<file path="src/rtl/stall_counter_reader.sv">
`default_nettype none
// ============================================================================
//  Module  : stall_counter_reader
//  Brief   : Snapshots nine 32-bit stall counters and streams them as a
//            39-byte framed, checksummed byte stream over valid/ready.
//  Revision: 1.0 - initial release
// ============================================================================
module stall_counter_reader #(
    parameter int CLOCK_FREQ = 1000000,
    parameter int SAMPLE_HZ  = 10
) (
    input  logic         clk,
    input  logic         rst,
    input  logic         enable,
    input  logic         trigger,
    input  logic [287:0] counters_in,
    output logic [7:0]   tx_data,
    output logic         tx_valid,
    input  logic         tx_ready,
    output logic         busy,
    output logic [15:0]  frame_count,
    output logic         overrun
);

    localparam int         c_PERIOD   = CLOCK_FREQ / SAMPLE_HZ;
    localparam int         c_TIMER_W  = $clog2(c_PERIOD);
    localparam logic [7:0] c_HEADER   = 8'hA5;
    localparam logic [5:0] c_LAST_IDX = 6'd35;

    if (c_PERIOD < 40) begin : g_period_check
        $error("stall_counter_reader: CLOCK_FREQ/SAMPLE_HZ must be at least 40");
    end

    typedef enum logic [2:0] {
        S_IDLE   = 3'd0,
        S_HEADER = 3'd1,
        S_SEQ    = 3'd2,
        S_DATA   = 3'd3,
        S_CSUM   = 3'd4
    } state_t;

    state_t                 r_state, w_state_nx;
    logic [c_TIMER_W-1:0]   r_timer;
    logic [287:0]           r_shadow;
    logic [5:0]             r_idx, w_idx_nx;
    logic [7:0]             r_csum, w_csum_nx;
    logic [7:0]             r_seq;
    logic [15:0]            r_frame_count;
    logic [7:0]             r_tx_data, w_data_nx;
    logic                   r_tx_valid, w_valid_nx;
    logic                   r_overrun;
    logic                   w_tick, w_request, w_hs, w_snap, w_frame_done;

    // Data byte i is byte (3 - i%4) of counter i/4, so each counter goes MSB first.
    function automatic logic [7:0] f_byte(input logic [287:0] s, input logic [5:0] i);
        logic [8:0] base;
        base = {i[5:2], 5'b0} + {4'b0, ~i[1:0], 3'b0};
        return s[base +: 8];
    endfunction

    assign w_tick    = enable && (r_timer == c_TIMER_W'(c_PERIOD - 1));
    assign w_request = enable && (w_tick || trigger);
    assign w_hs      = r_tx_valid && tx_ready;

    always_ff @(posedge clk or posedge rst) begin
        if (rst) begin
            r_timer <= '0;
        end else if (!enable || w_tick) begin
            r_timer <= '0;
        end else begin
            r_timer <= r_timer + c_TIMER_W'(1);
        end
    end

    always_ff @(posedge clk or posedge rst) begin
        if (rst) begin
            r_overrun <= 1'b0;
        end else if (!enable) begin
            r_overrun <= 1'b0;
        end else if (w_request && busy) begin
            r_overrun <= 1'b1;
        end
    end

    // Next-state and next-output: each transition also selects the byte presented next cycle.
    always_comb begin
        w_state_nx   = r_state;
        w_idx_nx     = r_idx;
        w_csum_nx    = r_csum;
        w_data_nx    = r_tx_data;
        w_valid_nx   = r_tx_valid;
        w_snap       = 1'b0;
        w_frame_done = 1'b0;
        case (r_state)
            S_IDLE: begin
                if (w_request) begin
                    w_state_nx = S_HEADER;
                    w_snap     = 1'b1;
                    w_idx_nx   = '0;
                    w_csum_nx  = '0;
                    w_data_nx  = c_HEADER;
                    w_valid_nx = 1'b1;
                end
            end
            S_HEADER: begin
                if (w_hs) begin
                    w_state_nx = S_SEQ;
                    w_csum_nx  = r_seq;
                    w_data_nx  = r_seq;
                end
            end
            S_SEQ: begin
                if (w_hs) begin
                    w_state_nx = S_DATA;
                    w_idx_nx   = '0;
                    w_data_nx  = f_byte(r_shadow, 6'd0);
                end
            end
            S_DATA: begin
                if (w_hs) begin
                    w_csum_nx = r_csum ^ r_tx_data;
                    if (r_idx == c_LAST_IDX) begin
                        w_state_nx = S_CSUM;
                        w_data_nx  = r_csum ^ r_tx_data;
                    end else begin
                        w_idx_nx  = r_idx + 6'd1;
                        w_data_nx = f_byte(r_shadow, r_idx + 6'd1);
                    end
                end
            end
            S_CSUM: begin
                if (w_hs) begin
                    w_state_nx   = S_IDLE;
                    w_data_nx    = '0;
                    w_valid_nx   = 1'b0;
                    w_frame_done = 1'b1;
                end
            end
            default: begin
                w_state_nx = S_IDLE;
                w_data_nx  = '0;
                w_valid_nx = 1'b0;
            end
        endcase
    end

    always_ff @(posedge clk or posedge rst) begin
        if (rst) begin
            r_state       <= S_IDLE;
            r_idx         <= '0;
            r_csum        <= '0;
            r_seq         <= '0;
            r_frame_count <= '0;
            r_tx_data     <= '0;
            r_tx_valid    <= 1'b0;
        end else begin
            r_state    <= w_state_nx;
            r_idx      <= w_idx_nx;
            r_csum     <= w_csum_nx;
            r_tx_data  <= w_data_nx;
            r_tx_valid <= w_valid_nx;
            if (w_frame_done) begin
                r_seq         <= r_seq + 8'd1;
                r_frame_count <= r_frame_count + 16'd1;
            end
        end
    end

    // The shadow is only written when leaving IDLE, so a frame never sees counter updates.
    always_ff @(posedge clk or posedge rst) begin
        if (rst) begin
            r_shadow <= '0;
        end else if (w_snap) begin
            r_shadow <= counters_in;
        end
    end

    assign tx_data     = r_tx_data;
    assign tx_valid    = r_tx_valid;
    assign busy        = (r_state != S_IDLE);
    assign frame_count = r_frame_count;
    assign overrun     = r_overrun;

endmodule
`default_nettype wire
</file>
<file path="config.mk">
export PLATFORM = sky130hd
export DESIGN_NAME = stall_counter_reader
export DESIGN_NICKNAME = d
export VERILOG_FILES = /design/src/rtl/stall_counter_reader.sv
export SDC_FILE = /design/constraint.sdc
export NUM_CORES = 1
export LEC_CHECK = 0
export ABC_AREA = 0
export BUFFER_PORTS_ARGS = -buffer_cell sky130_fd_sc_hd__buf_2
export CAP_MARGIN = 20
export CORE_MARGIN = 1.5
export CORE_UTILIZATION = 50
export CTS_CLUSTER_DIAMETER = 100
export DETAILED_ROUTE_END_ITERATION = 8
export GPL_TIMING_DRIVEN = 0
export PLACE_DENSITY = 0.83
export SKIP_CTS_REPAIR_TIMING = 1
export SLEW_MARGIN = 40
export SYNTH_ARGS = -nofsm -noshare
export SYNTH_HDL_FRONTEND = slang
export SYNTH_SLANG_ARGS = --single-unit
</file>
<file path="constraint.sdc">
create_clock -name clk -period 10.3 [get_ports clk]
set_clock_uncertainty 0.1 [all_clocks]
set_input_delay 0.515 -clock clk [delete_from_list [all_inputs] [get_ports clk]]
set_output_delay 0.515 -clock clk [all_outputs]
set_load 0.01 [all_outputs]
</file>
# == Word-level counts from Yosys, hierarchy flattened ==
# Index checks and enable logic that the tools add are counted.
# totals
ff_bits,356
inputBits,293
output_inout_bits,27
elab_cells,82
# op_classes
n_addsub,5
eq_ne,14
shifts,1
mux,32
bitwise,3
reduce_logical,17
# op_table
op,count
$shiftx 288x10->8,1
$mux 8,8
$pmux 8 s5,1
$mux 6,4
$pmux 8 s3,1
$mux 3,6
$pmux 6 s3,1
$add 17x1->17 const B,1
$eq 17x17->1 const B,1
$mux 17,1
$add 16x1->16 const B,1
$pmux 3 s5,1
$ne 2x2->1 const B,7
$reduce_and 5->1,2
$add 9x5->9,1
$reduce_bool 3->1,3
$add 8x1->8 const B,1
$mux 1,8
$xor 8x8->8,1
$add 6x1->6 const B,1
$eq 3x2->1 const B,2
$eq 6x6->1 const B,1
$reduce_and 6->1,1
$logic_and 1x1->1,4
12 further kinds,13

# == Longest topological paths before layout ==
# Gate-level depths: netlist of the first run.
# depth
ltp_word,7
mapped_depth,10
ltp_nobuf,7

# == Worst setup path before layout of the first run ==
# OpenSTA, ideal clock, no wires.
# synth_path
path_type,reg2reg
from,reg r_idx[0]
to,"reg r_tx_data[1], in the netlist tx_data[1]"
arrival_time_ns,2.209
setup_slack_ns,7.858
stages_incl_launch_ff,10
n_path_buf,2
cell_sequence,dfrtp_1 ha_1 buf_4 xnor2_4 buf_6 mux4_2 mux2i_1 o21ai_0 o211ai_1 a31oi_1
# synth_via
elab_chain_len,7
word_cells_on_any_way,8
classes_between,add/sub (2); eq/ne (1); shift (1); mux (3); bitwise (1)
# synth_lines
element,line_no,text
"start, declared",45,"logic [5:0] r_idx, w_idx_nx;"
"start signal, assigned",158,r_idx <= w_idx_nx;
$add 6x1->6,127,"w_data_nx = f_byte(r_shadow, r_idx + 6'd1);"
$not 2->2,57,"base = {i[5:2], 5'b0} + {4'b0, ~i[1:0], 3'b0};"
$add 9x5->9,57,
$shiftx 288x10->8,58,return s[base +: 8];
$mux 8 (*),122,if (r_idx == c_LAST_IDX) begin
$mux 8 (*),120,if (w_hs) begin
$pmux 8 s5 (*),94,case (r_state)
"end signal, assigned",160,r_tx_data <= w_data_nx;
"end, declared",49,"logic [7:0] r_tx_data, w_data_nx;"
# Mark *: on every way between the ends. The rest lies on a longest branch, timed or not. The select of a mux whose other input is x is not followed.
# A chain may end at the register's enable or synchronous reset.

# == Worst setup path in the final report of the first run ==
# layout_path
from,reg r_idx[1]
to,"reg r_tx_data[2], in the netlist tx_data[2]"
# The elaborated chain is that of the path after synthesis.

==> impl_metrics.ini, run 1 <==
[run_status]
status = finished, final reports clean

[logic_synthesis]
seq_area_frac_synth_pct = 53.45
synth_top_area_share_pct = 53.45
synthArstFlopShare_pct = 100.0
syn-num-nets = 2120
ys.warnings.count = 0
ys_ff_latch = 356
synth_area_leader_cell = dfrtp_1
yosys-top-cells-area = dfrtp_1, nand2_1, mux4_2
synthDistinctLibCells = 57
syn-instance-count = 1823
synth-edff-count = 0
synthFlopType = dfrtp_1
syn_avg_cell_area_um2 = 9.143
netlist_area_mm2 = 0.01667

[drt]
antenna_left = 0
dr.pass1.iters = 6
drc = 0
vias_per_cell = 5.515
wl_per_cell_um = 19.34
routed_wl_mm = 51.63
first_iter_violations = 1298
num_vias = 14720

[floorplan]
die_area_mm2 = 0.03444
start_util_pct = 50.97
core_area_mm2 = 0.03270
num_rows = 66
die_y_um = 185.6
ioPinCount = 320
die_width_um = 185.6

[global_route]
use_met1_pct = 38.00
antenna_found_initial = 10
met3_usage_pct = 7.631
gr-total-overflow = 0
top_usage_layer = met2
grtUsageTotal_pct = 30.71
grt_max_degree = 28
use_met2_pct = 51.60
grt_pass1_wl_mm = 80.07
grt_pass1_vias = 15070

[clocking]
cts_buffers = 39
clk_latency_ps = 540
clockBufferDepth = 3
clock-sinks = 356
cts_root_buffer = clkbuf_16
cts_tree = done
cts_max_level = 2
clk_pin_slew_ps = 60

[flow_run]
drv_cap = 0

[sta]
fmax_ghz = 0.3018
whs_ps = 69.68
rsz0062_at_grt = no
finalSetupViolCount = 0
setup_tns_ps = 0
drv_slew = 0
hold_viol_final = 0
maxSlewHeadroom_pct = 46.29
min_period_ps = 3313
timing.final.crit_share_pct = 32.16
worst_slew_pin_slew_ps = 805.6

[worst_setup_path]
critPathMaxStageDelay_ps = 640
critical_path.most_common_cell = buf_2
crit_family = buffers and inverters
worstPathArrival_ps = 3660
required_ps = 10650
cp-start-kind = flip-flop
crit_chain = ha_1 > buf_2 > buf_2 > buf_1 > mux4_2 > nand2_1 > a22oi_1 > o211ai_1 > a31oi_1
path_max_fanout = 10
cp_slowest_cell = buf_1
worst-setup-path-type = reg2reg
path_buf_inv = 3
cp-end-kind = flip-flop

[hold_path]
hp-class = in2reg

[placement]
gp_congestion = 0.9325
port_buffers = 318
dpl.hpwl_mm = 38.27

[layout]
drive_gt1_share_pct = 24.17
nNetsFinal = 2496
area_growth_pct = 23.10
final.fill_count = 2716

[pwr]
power.leakage_uw = 0.01069
p_per_area_mw_per_mm2 = 287.5
vdd_drop_max_uv = 161.0
## kinds of logic (layout without fill, tap and decap cells)
kind of cell | Yosys count | after routing | synth area share [%]
multiplexers | 76 | 76 | 8.835
other | 0 | 2 | 0
buffers and inverters | 114 | 517 | 3.393
AO/OA/AOI/OAI | 111 | 111 | 4.707
XOR/XNOR | 51 | 51 | 2.792
AND/OR/NAND/NOR | 1111 | 1111 | 26.53
flip-flops | 356 | 356 | 53.45
adder cells (fa/ha/maj) | 4 | 4 | 0.3003
## worst paths after layout
| kind | from | to | slack [ps] | depth (start not counted) |
|---|---|---|---|---|
| worst max-delay path | r_idx[1] | tx_data[2] | 6990 | 9 |
| worst min-delay path | counters_in[141] | r_shadow[141] | 70 | 3 |
| worst max register to register | r_idx[1] | tx_data[2] | 6990 | 9 |
| worst min register to register | r_shadow[215] | r_shadow[215] | 370 | 2 |
| max in group asynchronous | rst | r_shadow[241] | 8370 | 9 |
| min in group asynchronous | rst | r_shadow[41] | 380 | 3 |
## worst reg2reg max path, delay by kind of cell, from the launching register on
family | cells | cell delay (ps)
AO/OA/AOI/OAI | 3 | 800
buffers and inverters | 3 | 1190
adder cells (fa/ha/maj) | 1 | 280
multiplexers | 1 | 380
flip-flops | 1 | 410
AND/OR/NAND/NOR | 1 | 60
## registers in the layout, summed over array words and instances, names as in the netlist, 3 cells and up
register,flops
r_csum,8
r_shadow,288
r_idx,6
r_timer,17
r_state,3
r_seq,8
frame_count,16
tx_data,8
## layer usage
metal,routed length [um],up-vias
li1,-,6706
met1,19860,7061
met2,24910,788
met3,4857,151
met4,1880,18
met5,128,-
## cell usage after synthesis (all sizes together) (2+ instances only)
| cell | number |
|---|---|
| and2 | 6 |
| a222oi | 4 |
| and3 | 7 |
| mux4 | 56 |
| nand2 | 977 |
| xor2 | 25 |
| nor2 | 27 |
| a22oi | 8 |
| nand2b | 2 |
| o21ai | 21 |
| nor3b | 8 |
| ha | 4 |
| a221oi | 4 |
| nor4 | 3 |
| a21o | 3 |
| nor3 | 7 |
| nor2b | 3 |
| inv | 10 |
| and4 | 3 |
| a22o | 2 |
| a41o | 8 |
| a21oi | 16 |
| clkbuf | 21 |
| mux2i | 17 |
| mux2 | 3 |
| dfrtp | 356 |
| nand3 | 53 |
| a31oi | 8 |
| o211ai | 11 |
| xnor2 | 26 |
| nand4 | 10 |
| a221o | 8 |
| buf | 83 |
| o22ai | 10 |
## per-stage QoR
stage / cells / util [%] / setup WS (ps) / instance area (um2) / total power, uW
finish: 2670 / 62.74 / 6987 / 20520 / 5898
global route: 2669 / 62.74 / 6871 / 20520 / 6228
CTS: 2667 / 62.70 / 6992 / 20500 / 5887
detailed placement: 2599 / 58.74 / 7009 / 19210 / 4438
global placement: 2583 / 57.54 / 3092 / 18820 / 4323
floorplan: 1823 / - / 4915 / 16670 / 3687
## final cells by class
class                           instances  area [um2]  area share, %
Sequential cell                       356        8909          43.42
Multi-Input combinational cell       1353        7199          35.09
Timing Repair Buffer                  335        1989          9.696
Clock buffer                           52        1086          5.293
Tap cell                              442       553.0          2.695
Buffer                                104       529.3          2.579
Clock inverter                         16       206.4          1.006
Inverter                               10       41.29         0.2012
Antenna cell                            2       5.005        0.02439
## cell usage in the layout (no fill, tap or decap), types with 6 or more instances in the layout
cell type  Yosys  layout
nor3_1         7       6
and2_1         6       6
o211ai_1      11      11
clkbuf_1      21      29
nand3_1       52      52
o21ai_0       19      19
a31oi_1        8       8
mux2i_1       17      17
a22oi_1        8       8
dfrtp_1      356     356
nor2_1        27      27
xor2_1        25      25
nand4_1       10      10
clkinv_2       0       6
nor3b_1        8       8
inv_1         10       9
buf_16         0       9
buf_4          6       6
buf_12         0       7
mux4_2        54      54
nand2_1      977     977
a221o_1        8       8
and3_1         7       7
o22ai_1       10      10
a21oi_1       16      16
a41o_1         8       8
clkbuf_16      0      40
xnor2_1       25      25
buf_2         68     386
## power breakdown
group | internal [uW] | leakage, uW | switching (uW)
clock | 844 | 0.000628 | 573
sequential | 1970 | 0.00452 | 392
combinational | 943 | 0.00555 | 1180
total | 3750 | 0.0107 | 2140
Note: power is estimated with default switching activity, not from simulation.
==> run 2, diff against run 1 <==
Clock period 10.3 ns to 2.99 ns, I/O delays scaled along.
==> run 2 against run 1 <==
  * Fmax increased by 13%
  * Cell count increased by 11%
  * Sequential share of layout area decreased by 5.6 points
  * Total power increased to 3.6 times the previous value
  * Utilization increased by 9.3 points
  * Setup slack got worse by 6900 ps
  * Global-route usage unchanged
  * First-iteration DRC count increased by 34%
  * Critical path depth increased by 1
  * Final area increased by 15%
==> impl_metrics.ini, run 2 (synthesis results as in run 1) <==
[run_status]
status = finished, final reports clean

[worst_setup_path]
worstPathArrival_ps = 3230
r2r_cells = 10
cp-end-kind = flip-flop
path_max_fanout = 9
cp-endpoint = tx_data[2]
worstReg2RegEnd = tx_data[2]
rrSetupSlack_ps = 50
r2r-start = r_idx[1]
startpoint = r_idx[1]
required_ps = 3280
worst-setup-path-type = reg2reg
cp-start-kind = flip-flop

[drt]
first_iter_violations = 1744
routed_wl_mm = 64.98
wl_per_cell_um = 21.86
antenna_left = 0
dr.pass1.iters = 7
vias_per_cell = 5.854
drc = 0
num_vias = 17400

[sta]
worst_slew_pin_slew_ps = 702.1
min_period_ps = 2940
timing.final.crit_share_pct = 98.32
setup_tns_ps = 0
finalWorstSetupSlack_ps = 50.18
hold_viol_final = 0
maxSlewHeadroom_pct = 53.10
rsz0062_at_grt = yes
finalSetupViolCount = 0
drv_slew = 0
fmax_ghz = 0.3402

[global_route]
antenna_found_initial = 3
gr-total-overflow = 0
met3_usage_pct = 7.631
top_usage_layer = met2
grt_pass1_wl_mm = 80.07
grt_max_degree = 28
grt_pass1_vias = 15070
grtUsageTotal_pct = 30.71
use_met1_pct = 38.00
use_met2_pct = 51.60

[pwr]
vdd_drop_max_uv = 691.1
intPower_uw = 13330
p_seq_share_pct = 38.8
p_clk_share_pct = 23.2
switching_power_uw = 8044
switching_share_pct = 37.64
p_per_area_mw_per_mm2 = 907.8
power_uw = 21370
power.leakage_uw = 0.01195
combPwrFrac_pct = 38.0

[placement]
gp_congestion = 0.9325
dpl.hpwl_mm = 38.27
dpl_cell_area_mm2 = 0.01921
preCtsSetupSlack_ps = -300.8
port_buffers = 318
dpl.cell_count = 2599

[clocking]
clock-sinks = 356
cts_tree = done
clockBufferDepth = 3
cts_buffers = 39
clk_pin_slew_ps = 70
cts_root_buffer = clkbuf_16
clk_latency_ps = 540
cts_max_level = 2

[layout]
final_common_cell = nand2_1
largest_register_ffs = 288
area_growth_pct = 41.26
regMostFlops = r_shadow
design_area_mm2 = 0.02355
mostFrequentLayoutCells = nand2_1, buf_2, dfrtp_1
nNetsFinal = 2795
stdcell_count = 2972
drive_gt1_share_pct = 21.90

[floorplan]
ioPinCount = 320
start_util_pct = 50.97
die_y_um = 185.6
core_area_mm2 = 0.03270
die_area_mm2 = 0.03444
die_width_um = 185.6
num_rows = 66

[hold_path]
hp-class = in2async

[flow_run]
drv_cap = 0
## run 2: layout make-up
class / count / area [um2]
Antenna cell: 5 / 12.51
Sequential cell: 356 / 8909
Inverter: 10 / 41.29
Fill cell: 2183 / 9156
Clock buffer: 52 / 1086
Tap cell: 442 / 553.0
Buffer: 104 / 545.5
Timing Repair Buffer: 634 / 4962
Multi-Input combinational cell: 1353 / 7229
Clock inverter: 16 / 206.4
## run 2: layer usage
layer | part of all wire [%] | vias to the layer above | routed length (um)
met5 | 0.020 | - | 13
met4 | 6.9 | 2 | 4506
met3 | 11 | 407 | 7006
met2 | 48 | 1392 | 30910
met1 | 35 | 8280 | 22540
li1 | - | 7318 | -
## run 2: worst min path at each step
| stage | start | endpoint | slack, ps | depth (start not counted) |
|---|---|---|---|---|
| 4_1_cts | rst | r_shadow[42] | -530 | 2 |
| 2_1_floorplan | tx_ready | tx_valid | 140 | 1 |
| 3_5_place_dp | rst | r_shadow[42] | 20 | 2 |
| 5_1_grt | rst | r_shadow[42] | 60 | 3 |
| 3_3_place_gp | counters_in[173] | r_shadow[173] | 240 | 3 |
| 6_report | rst | r_shadow[41] | 20 | 3 |
## run 2: per-stage QoR
step	utilization, %	hold WS [ps]
floorplan	-	143.1
detailed placement	58.74	22.31
global placement	57.54	242.2
finish	72.00	17.65
global route	71.97	59.53
CTS	62.70	-528.6
## run 2: power groups by stage
stage                     Clock [uW]  Sequential (uW)  Combinational [uW]
after floorplan                    0             7650                5050
after global placement             0             7980                6910
after detailed placement           0             8080                7210
after CTS                       4940             8060                7280
after global routing            5190             8400                8740
final                           4960             8280                8130
## run 2: worst max-delay path: stages (launching register included)
cell	delay, ps
dfrtp_1	410
ha_1	190
buf_4	190
xnor2_4	210
buf_4	210
buf_4	160
mux4_2	510
mux2i_1	260
o21ai_0	120
o211ai_1	300
a31oi_1	130
